**src/rtl/beacon_pkg.sv**
```systemverilog
// beacon_pkg
// Shared definitions for the beacon serial links.
//   CLKS_PER_BIT_DEFAULT : UART bit period in system clocks (50 MHz / 115200)
//   SMPS_FRAME_W         : width of one SMPS measurement frame
//   SMPS_FRAME_BYTES     : number of UART bytes that make up one SMPS frame
//   uart_rx_state_t      : bit-level receive FSM states
package beacon_pkg;

    localparam int CLKS_PER_BIT_DEFAULT = 434;
    localparam int SMPS_FRAME_W         = 24;
    localparam int SMPS_FRAME_BYTES     = 3;

    typedef enum logic [1:0] {
        IDLE,
        START,
        DATA,
        STOP
    } uart_rx_state_t;

endpackage

```
**src/rtl/uart_rx_byte.sv**
```systemverilog
// uart_rx_byte
// 8N1 UART byte receiver: 2-FF input synchroniser plus bit-timing FSM.
// Reused by the SMPS (24-bit frame) and ESP32 (16-bit) links.
// Ports:
//   clk        in   system clock
//   rst_n      in   asynchronous active-low reset
//   rx         in   raw UART line, idles high
//   byte_data  out  last shifted-in byte (valid while byte_valid is high)
//   byte_valid out  high on the stop-sample edge of a byte with a good stop bit
//   byte_err   out  high on the stop-sample edge of a byte with a low stop bit
//   idle       out  FSM is in IDLE
module uart_rx_byte
    import beacon_pkg::*;
#(
    parameter int CLKS_PER_BIT = CLKS_PER_BIT_DEFAULT
) (
    input  logic       clk,
    input  logic       rst_n,
    input  logic       rx,
    output logic [7:0] byte_data,
    output logic       byte_valid,
    output logic       byte_err,
    output logic       idle
);

    localparam int CNT_W = $clog2(CLKS_PER_BIT);
    localparam logic [CNT_W-1:0] HALF_LAST = CNT_W'(CLKS_PER_BIT / 2 - 1);
    localparam logic [CNT_W-1:0] FULL_LAST = CNT_W'(CLKS_PER_BIT - 1);

    logic [1:0]       sync_q;
    logic             rxs;
    uart_rx_state_t   state, state_d;
    logic [CNT_W-1:0] cnt, cnt_d;
    logic [2:0]       bit_idx, bit_idx_d;
    logic [7:0]       shreg, shreg_d;

    // Synchroniser resets to the idle line level so reset never looks like a start bit.
    always_ff @(posedge clk or negedge rst_n) begin
        if (!rst_n) begin
            sync_q <= 2'b11;
        end else begin
            sync_q <= {sync_q[0], rx};
        end
    end

    assign rxs = sync_q[1];

    always_ff @(posedge clk or negedge rst_n) begin
        if (!rst_n) begin
            state   <= IDLE;
            cnt     <= '0;
            bit_idx <= '0;
            shreg   <= '0;
        end else begin
            state   <= state_d;
            cnt     <= cnt_d;
            bit_idx <= bit_idx_d;
            shreg   <= shreg_d;
        end
    end

    // Byte strobes are combinational on the stop-sample cycle so the frame
    // logic can register them on that same edge.
    always_comb begin
        state_d    = state;
        cnt_d      = cnt + 1'b1;
        bit_idx_d  = bit_idx;
        shreg_d    = shreg;
        byte_valid = 1'b0;
        byte_err   = 1'b0;
        case (state)
            IDLE: begin
                cnt_d = '0;
                if (!rxs) begin
                    state_d = START;
                end
            end
            START: begin
                if (cnt == HALF_LAST) begin
                    cnt_d     = '0;
                    bit_idx_d = '0;
                    state_d   = rxs ? IDLE : DATA;
                end
            end
            DATA: begin
                if (cnt == FULL_LAST) begin
                    cnt_d     = '0;
                    shreg_d   = {rxs, shreg[7:1]};
                    bit_idx_d = bit_idx + 1'b1;
                    if (bit_idx == 3'd7) begin
                        state_d = STOP;
                    end
                end
            end
            STOP: begin
                if (cnt == FULL_LAST) begin
                    cnt_d      = '0;
                    state_d    = IDLE;
                    byte_valid = rxs;
                    byte_err   = !rxs;
                end
            end
            default: begin
                state_d = IDLE;
            end
        endcase
    end

    assign byte_data = shreg;
    assign idle      = (state == IDLE);

endmodule

```
**src/rtl/smps_frame_rx.sv**
```systemverilog
// smps_frame_rx
// Receives three UART bytes from the SMPS Arduino and presents them as one
// held 24-bit word {V_panel, I_panel, V_cap}. Frame alignment is recovered
// by discarding a partial frame after GAP_BITS idle bit-times.
// Ports:
//   clk         in   system clock
//   rst_n       in   asynchronous active-low reset
//   rx          in   UART line from the Arduino, idles high
//   frame       out  last complete frame {byte0, byte1, byte2}
//   frame_valid out  one-cycle pulse when frame updates
//   frame_err   out  one-cycle pulse on a stop-bit error
module smps_frame_rx
    import beacon_pkg::*;
#(
    parameter int CLKS_PER_BIT = CLKS_PER_BIT_DEFAULT,
    parameter int GAP_BITS     = 20
) (
    input  logic                    clk,
    input  logic                    rst_n,
    input  logic                    rx,
    output logic [SMPS_FRAME_W-1:0] frame,
    output logic                    frame_valid,
    output logic                    frame_err
);

    localparam int GAP_LIMIT = GAP_BITS * CLKS_PER_BIT;
    localparam int GAP_W     = $clog2(GAP_LIMIT + 1);
    localparam logic [GAP_W-1:0] GAP_LAST = GAP_W'(GAP_LIMIT - 1);
    localparam logic [1:0] LAST_IDX = 2'(SMPS_FRAME_BYTES - 1);

    logic [7:0]       byte_data;
    logic             byte_valid;
    logic             byte_err;
    logic             idle;
    logic [1:0]       idx;
    logic [7:0]       slot0, slot1;
    logic [GAP_W-1:0] gap_cnt;
    logic             gap_expire;

    uart_rx_byte #(
        .CLKS_PER_BIT(CLKS_PER_BIT)
    ) u_byte (
        .clk       (clk),
        .rst_n     (rst_n),
        .rx        (rx),
        .byte_data (byte_data),
        .byte_valid(byte_valid),
        .byte_err  (byte_err),
        .idle      (idle)
    );

    // The gap timer still evaluates on the cycle the FSM leaves IDLE, so an
    // expiry coinciding with a start edge clears the index before that byte lands.
    assign gap_expire = idle && (idx != 2'd0) && (gap_cnt == GAP_LAST);

    always_ff @(posedge clk or negedge rst_n) begin
        if (!rst_n) begin
            gap_cnt <= '0;
        end else if (!idle || idx == 2'd0 || gap_expire) begin
            gap_cnt <= '0;
        end else begin
            gap_cnt <= gap_cnt + 1'b1;
        end
    end

    // byte_valid/byte_err only occur outside IDLE, so they never collide with a gap expiry.
    always_ff @(posedge clk or negedge rst_n) begin
        if (!rst_n) begin
            idx         <= '0;
            slot0       <= '0;
            slot1       <= '0;
            frame       <= '0;
            frame_valid <= 1'b0;
            frame_err   <= 1'b0;
        end else begin
            frame_valid <= 1'b0;
            frame_err   <= 1'b0;
            if (byte_err) begin
                idx       <= '0;
                frame_err <= 1'b1;
            end else if (byte_valid) begin
                if (idx == 2'd0) begin
                    slot0 <= byte_data;
                    idx   <= 2'd1;
                end else if (idx == 2'd1) begin
                    slot1 <= byte_data;
                    idx   <= LAST_IDX;
                end else begin
                    frame       <= {slot0, slot1, byte_data};
                    frame_valid <= 1'b1;
                    idx         <= '0;
                end
            end else if (gap_expire) begin
                idx <= '0;
            end
        end
    end

endmodule

```
**config.mk**
```make
export PLATFORM = sky130hd
export DESIGN_NAME = smps_frame_rx
export DESIGN_NICKNAME = d
export VERILOG_FILES = /design/src/rtl/beacon_pkg.sv /design/src/rtl/uart_rx_byte.sv /design/src/rtl/smps_frame_rx.sv
export SDC_FILE = /design/constraint.sdc
export NUM_CORES = 1
export LEC_CHECK = 0
export CORE_MARGIN = 8
export CORE_UTILIZATION = 35
export DETAILED_ROUTE_END_ITERATION = 10
export GPL_TIMING_DRIVEN = 1
export MAX_ROUTING_LAYER = met4
export PLACE_DENSITY = 0.6
export SLEW_MARGIN = 25
export SYNTH_ARGS = -nofsm -noshare
export SYNTH_HDL_FRONTEND = slang
export SYNTH_SLANG_ARGS = --single-unit
```
**constraint.sdc**
```tcl
create_clock -name clk -period 2.5 [get_ports clk]
set_clock_uncertainty 0.1 [all_clocks]
set_input_delay 0.375 -clock clk [delete_from_list [all_inputs] [get_ports clk]]
set_output_delay 0.375 -clock clk [all_outputs]
set_load 0.02 [all_outputs]
```
# [Word-level counts from Yosys, hierarchy flattened]
# Cells that the tools add are included.
[classes] n_addsub=3 n_mul=0 div_mod_pow=0 magnitude_cmp=0 eq_ne=13 shifts=0 muxes=28 bitwise=3 reduce_logical=18
[op_table] operator="one-hot mux 9 bit (3 select lines)" n=1
[op_table] operator="2-to-1 mux 2 bit" n=11
[op_table] operator="2-to-1 mux 9 bit" n=2
[op_table] operator="adder 14 x 1 -> 14 bit, second input constant" n=1
[op_table] operator="equality test 14 bit, second input constant" n=1
[op_table] operator="2-to-1 mux 14 bit" n=1
[op_table] operator="adder 9 x 1 -> 9 bit, second input constant" n=1
[op_table] operator="equality test 9 x 8 -> 1 bit, second input constant" n=1
[op_table] operator="equality test 9 bit, second input constant" n=1
[op_table] operator="2-to-1 mux 1 bit" n=9
[op_table] operator="inequality test 2 x 1 -> 1 bit, second input constant" n=4
[op_table] operator="one-hot mux 2 bit (4 select lines)" n=1
[op_table] operator="AND reduction 4 bit" n=2
[op_table] operator="2-to-1 mux 3 bit" n=2
[op_table] operator="one-hot mux 3 bit (2 select lines)" n=1
[op_table] operator="AND reduction 3 bit" n=2
[op_table] operator="AND reduction 5 bit" n=1
[op_table] operator="equality test 2 x 1 -> 1 bit, second input constant" n=2
[op_table] operator="equality test 2 bit, second input constant" n=2
[op_table] operator="zero test 2 bit" n=2
[op_table] operator="nonzero test 2 bit" n=2
[op_table] operator="adder 3 x 1 -> 3 bit, second input constant" n=1
[op_table] operator="equality test 3 bit, second input constant" n=1
[op_table] operator="NOT 1 bit" n=3
[op_table] operator="other kinds (7)" n=10
[totals] ff_bits=82 latch_bits=0 ram_bits=0 romBits=0 in_bits=3 word_cells=77 mem_count=0

# [Logic depth before layout (Yosys ltp)]
# Gate-level depths: netlist of run 1.
[depth] depth_word=6 mapped_depth=7 depth_no_buf=6

# [Modules after synthesis]
# A second synthesis of run 1 with hierarchy kept.
[unflattened] cells_unflattened=322 area_unflattened_um2=3554.7
[modules_own_cells] mod="smps_frame_rx" instances=1 cells_per_inst=218 area_per_inst_um2=2357.3 seq_area_each_um2=1451.4
[modules_own_cells] mod="uart_rx_byte" instances=1 cells_per_inst=104 area_per_inst_um2=1197.4 seq_area_each_um2=603.1

# [Least setup slack after synthesis of run 1]
# OpenSTA, ideal clock, no wires.
[synth_timing] kind="flip-flop to flip-flop" from="register u_byte.cnt[1]" to="register slot1[0]" setup_time_ns=0.125 t_arrival_ns=1.725 required_time_ns=2.275 slack_ns=0.549 path_stages_with_launch=8 path_buffers=1 period_less_slack_ns=1.951 path_cell_list="dfrtp_1 -> inv_1 -> ha_1 -> and4bb_4 -> nand2_8 -> nor4bb_4 -> buf_6 -> mux2_4"
[synth_via] elab_chain_cells=5 elab_cells_between_ends=7 classes_between="eq/ne (1); mux (4); bitwise (1); reduce/logical (1)"
[synth_rtl] element="start: declaration" line="uart_rx_byte.sv:33" text="logic [CNT_W-1:0] cnt, cnt_d;"
[synth_rtl] element="start signal: assignment" line="uart_rx_byte.sv:56" text="cnt <= cnt_d;"
[synth_rtl] element="equality test 9 bit *" line="uart_rx_byte.sv:96" text="if (cnt == FULL_LAST) begin"
[synth_rtl] element="2-to-1 mux 1 bit" line="uart_rx_byte.sv:96"
[synth_rtl] element="2-to-1 mux 1 bit" line="uart_rx_byte.sv:71" text="case (state)"
[synth_rtl] element="NOT 1 bit (no source line)"
[synth_rtl] element="AND reduction 4 bit (no source line) *"
[synth_rtl] element="end signal: assignment" line="smps_frame_rx.sv:86" text="slot1 <= byte_data;"
[synth_rtl] element="end: declaration" line="smps_frame_rx.sv:36" text="logic [7:0] slot0, slot1;"
# Every way passes the cells marked *; elsewhere a longest branch is shown, timed or not.
# A chain may end at the register's enable or synchronous reset.

# [Final worst setup path of run 1]
[layout_timing] from="register u_byte.cnt[1]" to="register slot1[4]"
# Same word-level chain as after synthesis.

==> impl_metrics.tcl, run 1 <==
set metrics [dict create \
    status "finished, final reports clean" \
    critPathTopFamily "simple AND/OR/NAND/NOR gates" \
    grt_setup_unrepaired "false" \
    vias 2158 \
    yosysTopAreaCellShare 0.558 \
    finalSetupViolations 0 \
    n_antenna_cell 0 \
    antenna_found_initial 0 \
    grt_max_degree 43 \
    cts_made_buffers 9 \
    place_ws_ns 0.400 \
    via_per_inst 4.76 \
    synthMostInstantiatedCell "dfrtp_1" \
    portBuffers 28 \
    synth_area_um2 3590 \
    clock_latency_ns 0.35 \
    cp_num_buf_inv 2 \
    setup_slack_ns 0.389 \
    post_cts_buffers 0 \
    crit_chain "inv_1 -> ha_1 -> and4bb_4 -> nand2_8 -> nor4bb_4 -> buf_4 -> mux2_4" \
    clock_sinks 82 \
    drive_gt1_frac 0.262 \
    cts_tree "built" \
    cts_root_buffer "clkbuf_8" \
    ys_types 44 \
    nets 321 \
    drv_slew 0 \
    grtUsageTotal 0.103 \
    period_share 0.844 \
    cts_buffer_depth 2 \
    clk_pin_slew_worst_paths_ns 0.08 \
    grt_pass1_vias 2144 \
    placed_cell_area_um2 4030 \
    leakage_nw 1.92 \
    ys.flop_type "dfrtp_1" \
    max_freq_mhz 474 \
    cts_htree_levels 3 \
    die_w_um 117 \
    synthArstFlopShare 1.00 \
    yosysSeqAreaShare 0.573 \
    relSlewSlack 0.633 \
    gp_congestion 0.798 \
    crit_type "reg2reg" \
    syn-instance-count 276 \
    yosysWarningCount 0 \
    core_area_um2 10100 \
    ir_drop_uv 228 \
    tightest_slew_ns 0.551 \
    fin_area_um2 4280 \
    area_delta_synth_final_pct 19.4 \
    p_per_area_nw_per_um2 592 \
    cap_violations 0 \
    die_h_um 117 \
    io_pins 29 \
    hold_path_class "reg2reg" \
    dr.pass1.iters 5 \
    antenna_left 0 \
    cp_max_fo 9 \
    synth_largest_area_cell "dfrtp_1" \
    wl_per_cell_um 13.9 \
    critPathSlowestCell "dfrtp_1" \
    end_kind "register" \
    startpoint_type "register" \
    finalWorstPathRequiredPeriod_ns 2.11 \
    ys_ff_latch 82 \
    initial_utilization 0.354 \
    hold_viol 0 \
    synth_edf_count 0 \
    syn_area_per_cell_um2 13.0 \
    row_count 37 \
    worstPathRequired_ns 2.63 \
    grt_pass1_wl_mm 10.7 \
    synth_fp_nets 285 \
    postCtsHoldBufs 1 \
    synthTopCellsByCount "dfrtp_1, mux2_2, nor2_1, nand2_1, nand4_1" \
    arrival_ns 2.25 \
    fin_setup_tns_ns 0 \
    drc 0 \
    synth.area.top_cells "dfrtp_1, mux2_2, mux2_4" \
    slowest_delay_ns 0.41 \
    drt_wl_total_mm 6.29 \
    die_area_um2 13700 \
    first_iter_violations 91 \
    post_cts_resized 0 \
    place_hpwl_mm 4.28 \
    grt_overflow 0 \
]
cells in the final DEF, fill, tap and decap left out, types with 8 or more instances in the layout:
cell             Yosys  routed
dfrtp_1             80      80
mux2_2              39      39
clkdlybuf4s50_1      0      27
nor2_1              23      23
nand4_1             12      12
nand2_1             12      12
nand3_1             10      10
xor2_1              10      10
clkbuf_8             0       9
mux2_4               8       8
cell families after synthesis:
kind of cell | synth area share
flops | 0.573
compound gates | 0.0265
mux | 0.161
simple gates | 0.153
buf+inv | 0.0237
xor+xnor | 0.0415
fa+ha+maj | 0.0209
power breakdown:
part	internal (W)	switching [W]
clock	0.000674	0.000500
combinational	0.00000669	0.0000258
sequential	0.00133	0.00000135
worst reg2reg max path, stage by stage, from the launching register on:
cell      delay (ns)
dfrtp_1         0.41
inv_1           0.09
ha_1            0.16
and4bb_4        0.31
nand2_8         0.10
nor4bb_4        0.26
buf_4           0.25
mux2_4          0.32
sequential cells by signal, summed over array words and instances (netlist names), 2 cells and up, named ones only:
signal / count
frame: 24
gap_cnt: 14
idx: 2
slot0: 8
slot1: 8
u_byte.bit_idx: 3
u_byte.byte_data: 8
u_byte.cnt: 9
u_byte.sync_q: 2
stage by stage:
step / cells / total power, W / hold WS (ns) / utilization
after detailed placement: 436 / 0.00139 / 0.247 / 0.397
after global routing: 453 / 0.00264 / 0.269 / 0.423
after global placement: 436 / 0.00139 / 0.246 / 0.397
final: 453 / 0.00254 / 0.258 / 0.423
after CTS: 453 / 0.00257 / 0.259 / 0.423
after floorplan: 276 / 0.00136 / -0.0206 / -
final cells by class:
cell class	instances	area, um2
fill	951	5850
inverter	5	18.8
tap	136	170
sequential	82	2050
timing repair buffer	35	345
clock inverter	7	124
multi-input combinational	179	1450
clock buffer	9	124
worst paths after layout:
kind / start / to / slack, ns / cells past startpoint
min: u_byte.sync_q[0] / u_byte.sync_q[1] / 0.26 / 0
max reg2reg: u_byte.cnt[1] / slot1[4] / 0.39 / 7
max in group asynchronous: rst_n / slot1[4] / 1.25 / 3
max: u_byte.cnt[1] / slot1[4] / 0.39 / 7
min in group asynchronous: rst_n / frame[16] / 0.46 / 2
min reg2reg: u_byte.sync_q[0] / u_byte.sync_q[1] / 0.26 / 0
layer usage:
layer	global-route usage	share of wire	up-vias
li1	-	-	1047
met1	0.130	0.49	1069
met2	0.153	0.45	34
met3	0.0221	0.047	8
met4	0.0563	0.017	0
met5	-	0	-
Note: power is estimated with default switching activity, not from simulation.
==> run 2: changes to the inputs <==
- PLACE_DENSITY: 0.6 -> 0.62
- clock period: 2.5 -> 1.9 ns (I/O delays scaled with it)
==> run 2 against run 1 <==
Compared with the run above: the flow now finishes with violations (setup timing); critical path depth increased by 1; sequential cell count unchanged; largest cell class unchanged; setup slack got worse by 0.48 ns; count of clock-buffer cells in the layout unchanged; global-route usage increased by 0.83 points; clock power increased by 7%; critical path type unchanged.
==> impl_metrics.tcl, run 2 (synthesis results as in run 1) <==
set metrics [dict create \
    place_hpwl_mm 4.68 \
    clock_latency_ns 0.36 \
    largest_register_ffs 24 \
    crit_type "reg2reg" \
    grtUsageTotal 0.112 \
    whs_ns 0.242 \
    wl_per_cell_um 14.0 \
    finalWorstPathRequiredPeriod_ns 1.99 \
    grt_pass1_wl_mm 11.6 \
    nets 347 \
    leakage_nw 2.06 \
    worst-r2r-cell-count 8 \
    period_share 1.05 \
    min_path_cells 1 \
    initial_utilization 0.354 \
    die_w_um 117 \
    die_area_um2 13700 \
    max_freq_mhz 502 \
    cts_root_buffer "clkbuf_8" \
    cp_num_buf_inv 3 \
    relSlewSlack 0.747 \
    r2r_end "slot1[4]" \
    placed_cell_area_um2 4240 \
    finalSetupViolations 8 \
    cts_buffer_depth 2 \
    via_per_inst 4.83 \
    first_iter_violations 114 \
    cap_violations 0 \
    cts_htree_levels 3 \
    grt_pass1_vias 2366 \
    tightest_slew_ns 0.380 \
    rr_startpoint "u_byte.cnt[1]" \
    gp_congestion 0.828 \
    cts_tree "built" \
    io_pins 29 \
    final_common_cell "dfrtp_1" \
    violations "setup timing" \
    clk_pin_slew_worst_paths_ns 0.10 \
    fin_area_um2 4540 \
    antenna_found_initial 0 \
    clock_sinks 82 \
    hold_viol 0 \
    slowest_delay_ns 0.40 \
    end_kind "register" \
    largest-register "frame" \
    vias 2312 \
    ir_drop_uv 298 \
    row_count 37 \
    area_delta_synth_final_pct 26.5 \
    drt_wl_total_mm 6.69 \
    startpoint_type "register" \
    drc 0 \
    core_area_um2 10100 \
    antenna_left 0 \
    dr.pass1.iters 4 \
    p_per_area_nw_per_um2 671 \
    arrival_ns 2.15 \
    critPathSlowestCell "dfrtp_1" \
    final_cell_mix "dfrtp_1, mux2_2, clkdlybuf4s50_1" \
    fillers 920 \
    reg_top3 "frame x24, gap_cnt x14, u_byte.cnt x9" \
    portBuffers 28 \
    setup_slack_ns -0.0921 \
    status "complete, but fails checks" \
    cts_made_buffers 9 \
    crit_chain "inv_2 -> ha_4 -> and4bb_4 -> nand2_8 -> nor4bb_4 -> buf_4 -> clkbuf_16 -> mux2_4" \
    worstPathRequired_ns 2.06 \
    cp_max_fo 4 \
    grt_max_degree 41 \
    critPathTopFamily "simple AND/OR/NAND/NOR gates" \
    drv_slew 0 \
    die_h_um 117 \
    grt_overflow 0 \
    hold_path_class "in2reg" \
    holdPathEnd "u_byte.sync_q[0]" \
    n_antenna_cell 0 \
    grt_setup_unrepaired "true" \
    hp-start "rx" \
    reg2reg_slack_ns -0.09 \
    drive_gt1_frac 0.332 \
]
## run 2: cell types whose count changed in the layout (fill, tap and decap cells not counted), sizes merged
cell	before	now
inv	8	10
clkinv	0	1
buf	7	32
bufinv	3	0
clkbuf	9	10
## run 2: layout make-up
type | count | area, um2 | area share
clock buffer | 9 | 124 | 0.0273
clock inverter | 7 | 70.1 | 0.0154
multi-input combinational | 179 | 1490 | 0.328
timing repair buffer | 61 | 612 | 0.135
sequential | 82 | 2050 | 0.453
tap | 136 | 170 | 0.0375
inverter | 5 | 18.8 | 0.00414
## run 2: metal layers
metal  track usage  share of wire
met3        0.0292          0.052
met1         0.137           0.46
met4        0.0529          0.016
met5             -              0
met2         0.168           0.47
## run 2: worst max-delay path by stage
stage	from	end	slack [ns]	cells past startpoint
after floorplan	u_byte.cnt[1]	slot1[0]	-0.05	7
after CTS	u_byte.cnt[1]	slot1[0]	-0.11	7
after detailed placement	u_byte.cnt[1]	slot1[0]	-0.11	7
after global placement	u_byte.cnt[1]	slot1[4]	-0.05	7
final	u_byte.cnt[1]	slot1[4]	-0.09	8
after global routing	u_byte.cnt[1]	slot1[3]	-0.14	8
## run 2: stage by stage
| stage | setup TNS [ns] | total power (W) | setup WS, ns | cells | util |
|---|---|---|---|---|---|
| 2_1_floorplan | -0.405 | 0.00178 | -0.0506 | 276 | - |
| 3_3_place_gp | -0.367 | 0.00183 | -0.0467 | 458 | 0.418 |
| 3_5_place_dp | -0.827 | 0.00183 | -0.112 | 458 | 0.418 |
| 4_1_cts | -0.809 | 0.00309 | -0.109 | 475 | 0.439 |
| 5_1_grt | -1.04 | 0.00318 | -0.137 | 479 | 0.448 |
| 6_report | -0.695 | 0.00304 | -0.0921 | 479 | 0.448 |
## run 2: report_power, final
group	switching, W	internal (W)
sequential	0.000000870	0.00175
combinational	0.0000362	0.0000115
clock	0.000734	0.000514
total	0.000771	0.00227
## run 2: repair_timing
item | CTS | global route
endpoints found under the setup margin | 9 | 45
gates cloned | 0 | 1
buffers inserted | 0 | 4
pin swaps | 0 | 1
resized for setup | 1 | 8
hold buffers | 1 | 0
hold endpoints to repair | 24 | 0
==> run 3: changes to the inputs <==
- CORE_UTILIZATION: 35 -> 51
- PLACE_DENSITY: 0.62 -> 0.81
==> run 3 against run 2 <==
Compared with the run above: the flow still finishes with violations (setup timing); worst hold slack worse by 0.019 ns; non-clock buffer count is 8 higher; combinational power is 3% higher; global-route usage is 3.8 points higher; maximum frequency is 4.0% lower; first-iteration DRC count is 43% lower; critical path depth stayed put; count of clock-buffer cells in the layout stayed put; sequential share of layout area is 1.5 points lower; via count is 2.7% higher; sequential power hardly changed; highest routed layer unchanged.
==> impl_metrics.tcl, run 3 (synthesis results as in run 1) <==
set metrics [dict create \
    clk_pin_slew_worst_paths_ns 0.09 \
    rr_startpoint "u_byte.cnt[1]" \
    end_kind "register" \
    area_delta_synth_final_pct 30.9 \
    period_share 1.09 \
    via_per_inst 5.31 \
    crit_type "reg2reg" \
    setup_slack_ns -0.175 \
    grt_overflow 0 \
    drc 0 \
    worst-r2r-cell-count 8 \
    placed_cell_area_um2 4210 \
    core_area_um2 6790 \
    arrival_ns 2.22 \
    cap_violations 0 \
    status "complete, but fails checks" \
    antenna_found_initial 0 \
    place_hpwl_mm 4.79 \
    nets 355 \
    vias 2374 \
    finalWorstPathRequiredPeriod_ns 2.07 \
    grt_pass1_vias 2382 \
    grt_max_degree 34 \
    grt_setup_unrepaired "true" \
    die_area_um2 9970 \
    cp_num_buf_inv 3 \
    fillers 453 \
    leakage_nw 2.15 \
    p_per_area_nw_per_um2 661 \
    crit_chain "inv_2 -> ha_4 -> and4bb_4 -> nand2_8 -> buf_6 -> nor2_4 -> clkbuf_16 -> mux2_2" \
    portBuffers 28 \
    cp_max_fo 8 \
    worstPathRequired_ns 2.05 \
    power_w 0.00310 \
    drt_wl_total_mm 7.48 \
    n_antenna_cell 0 \
    min_path_cells 1 \
    dp.cells 421 \
    initial_utilization 0.528 \
    wl_per_cell_um 16.7 \
    cts_buffer_depth 2 \
    hp-start "rx" \
    tightest_slew_ns 0.430 \
    holdPathEnd "u_byte.sync_q[0]" \
    final_cell_mix "dfrtp_1, buf_4, clkdlybuf4s50_1" \
    io_pins 29 \
    fin_util 0.691 \
    largest-register "frame" \
    reg2reg_slack_ns -0.17 \
    antenna_left 0 \
    clock_sinks 82 \
    finalSetupViolations 39 \
    cts_root_buffer "clkbuf_8" \
    grt_pass1_wl_mm 11.4 \
    dr.pass1.iters 4 \
    startpoint_type "register" \
    max_freq_mhz 482 \
    cts_made_buffers 9 \
    clock_latency_ns 0.36 \
    critPathTopFamily "simple AND/OR/NAND/NOR gates" \
    die_w_um 99.9 \
    first_iter_violations 65 \
    cts_tree "built" \
    hold_path_class "in2reg" \
    cts_htree_levels 3 \
    globalRouteMet3Util 0.0367 \
    hold_viol 0 \
    r2r_end "frame[14]" \
    largest_register_ffs 24 \
    die_h_um 99.9 \
    critPathSlowestCell "dfrtp_1" \
    gp_congestion 0.868 \
    relSlewSlack 0.713 \
    met1_usage 0.168 \
    instances_no_fill 447 \
    use_met2 0.244 \
    grtUsageTotal 0.150 \
    final_common_cell "dfrtp_1" \
    violations "setup timing" \
    row_count 30 \
    busiest_layer "met2" \
    fin_area_um2 4700 \
    reg_top3 "frame x24, gap_cnt x14, u_byte.cnt x9" \
    drv_slew 0 \
    drive_gt1_frac 0.373 \
    ir_drop_uv 458 \
    slowest_delay_ns 0.40 \
]
==> run 3: cell types whose count changed in the layout (fill, tap and decap cells not counted), sizes merged <==
cell      delta
bufinv       +1
clkbuf       +2
buf          +6
clkinvlp     -1
==> run 3: worst max-delay path by stage <==
stage / start / to / slack, ns / cells after the start
after global routing: u_byte.cnt[1] / frame[14] / -0.23 / 8
after CTS: u_byte.cnt[1] / slot1[3] / -0.13 / 7
after global placement: u_byte.cnt[1] / slot1[4] / -0.04 / 7
after floorplan: u_byte.cnt[1] / slot1[0] / -0.05 / 7
after detailed placement: u_byte.cnt[1] / slot1[1] / -0.13 / 7
final: u_byte.cnt[1] / frame[14] / -0.17 / 8
==> run 3: power by group <==
part | total, W | internal, W | leakage (nW) | switching, W
sequential | 0.00175 | 0.00175 | 1.12 | 0.000000790
clock | 0.00131 | 0.000632 | 0.107 | 0.000675
combinational | 0.0000492 | 0.0000128 | 0.918 | 0.0000364
total | 0.00310 | 0.00239 | 2.15 | 0.000712
==> run 3: worst register-to-register path: stages, from the launching register on <==
cell       delay (ns)
dfrtp_1          0.40
inv_2            0.08
ha_4             0.12
and4bb_4         0.28
nand2_8          0.07
buf_6            0.13
nor2_4           0.23
clkbuf_16        0.22
mux2_2           0.34
==> run 3: per-stage QoR <==
stage	hold WS (ns)	setup TNS, ns	setup slack (ns)
final	0.222	-4.01	-0.175
after global routing	0.225	-7.02	-0.226
after CTS	0.202	-1.67	-0.126
after detailed placement	0.156	-0.972	-0.127
after global placement	0.156	-0.318	-0.0402
after floorplan	-0.111	-0.405	-0.0506
==> run 3: repair_timing <==
action,4_1_cts,5_1_grt
gates resized for setup,6,34
setup endpoints to repair,8,47
hold endpoints to repair,30,0
gates cloned,1,2
pin swaps,1,7
setup buffers,3,4
hold buffers,1,0
==> run 3: final cells by class <==
| type | count | area, um2 | share of cell area |
|---|---|---|---|
| flip-flops and latches | 82 | 2050 | 0.437 |
| multi-input cells | 179 | 1590 | 0.338 |
| clock inverters | 7 | 81.3 | 0.0173 |
| inverters | 5 | 18.8 | 0.00400 |
| repair buffers | 69 | 709 | 0.151 |
| well taps | 96 | 120 | 0.0256 |
| clock buffers | 9 | 124 | 0.0264 |
==> run 3: metal layers <==
layer	wire length, um	share of wire
met1	3190	0.43
met2	3860	0.52
met3	279	0.037
met4	146	0.020
met5	0	0
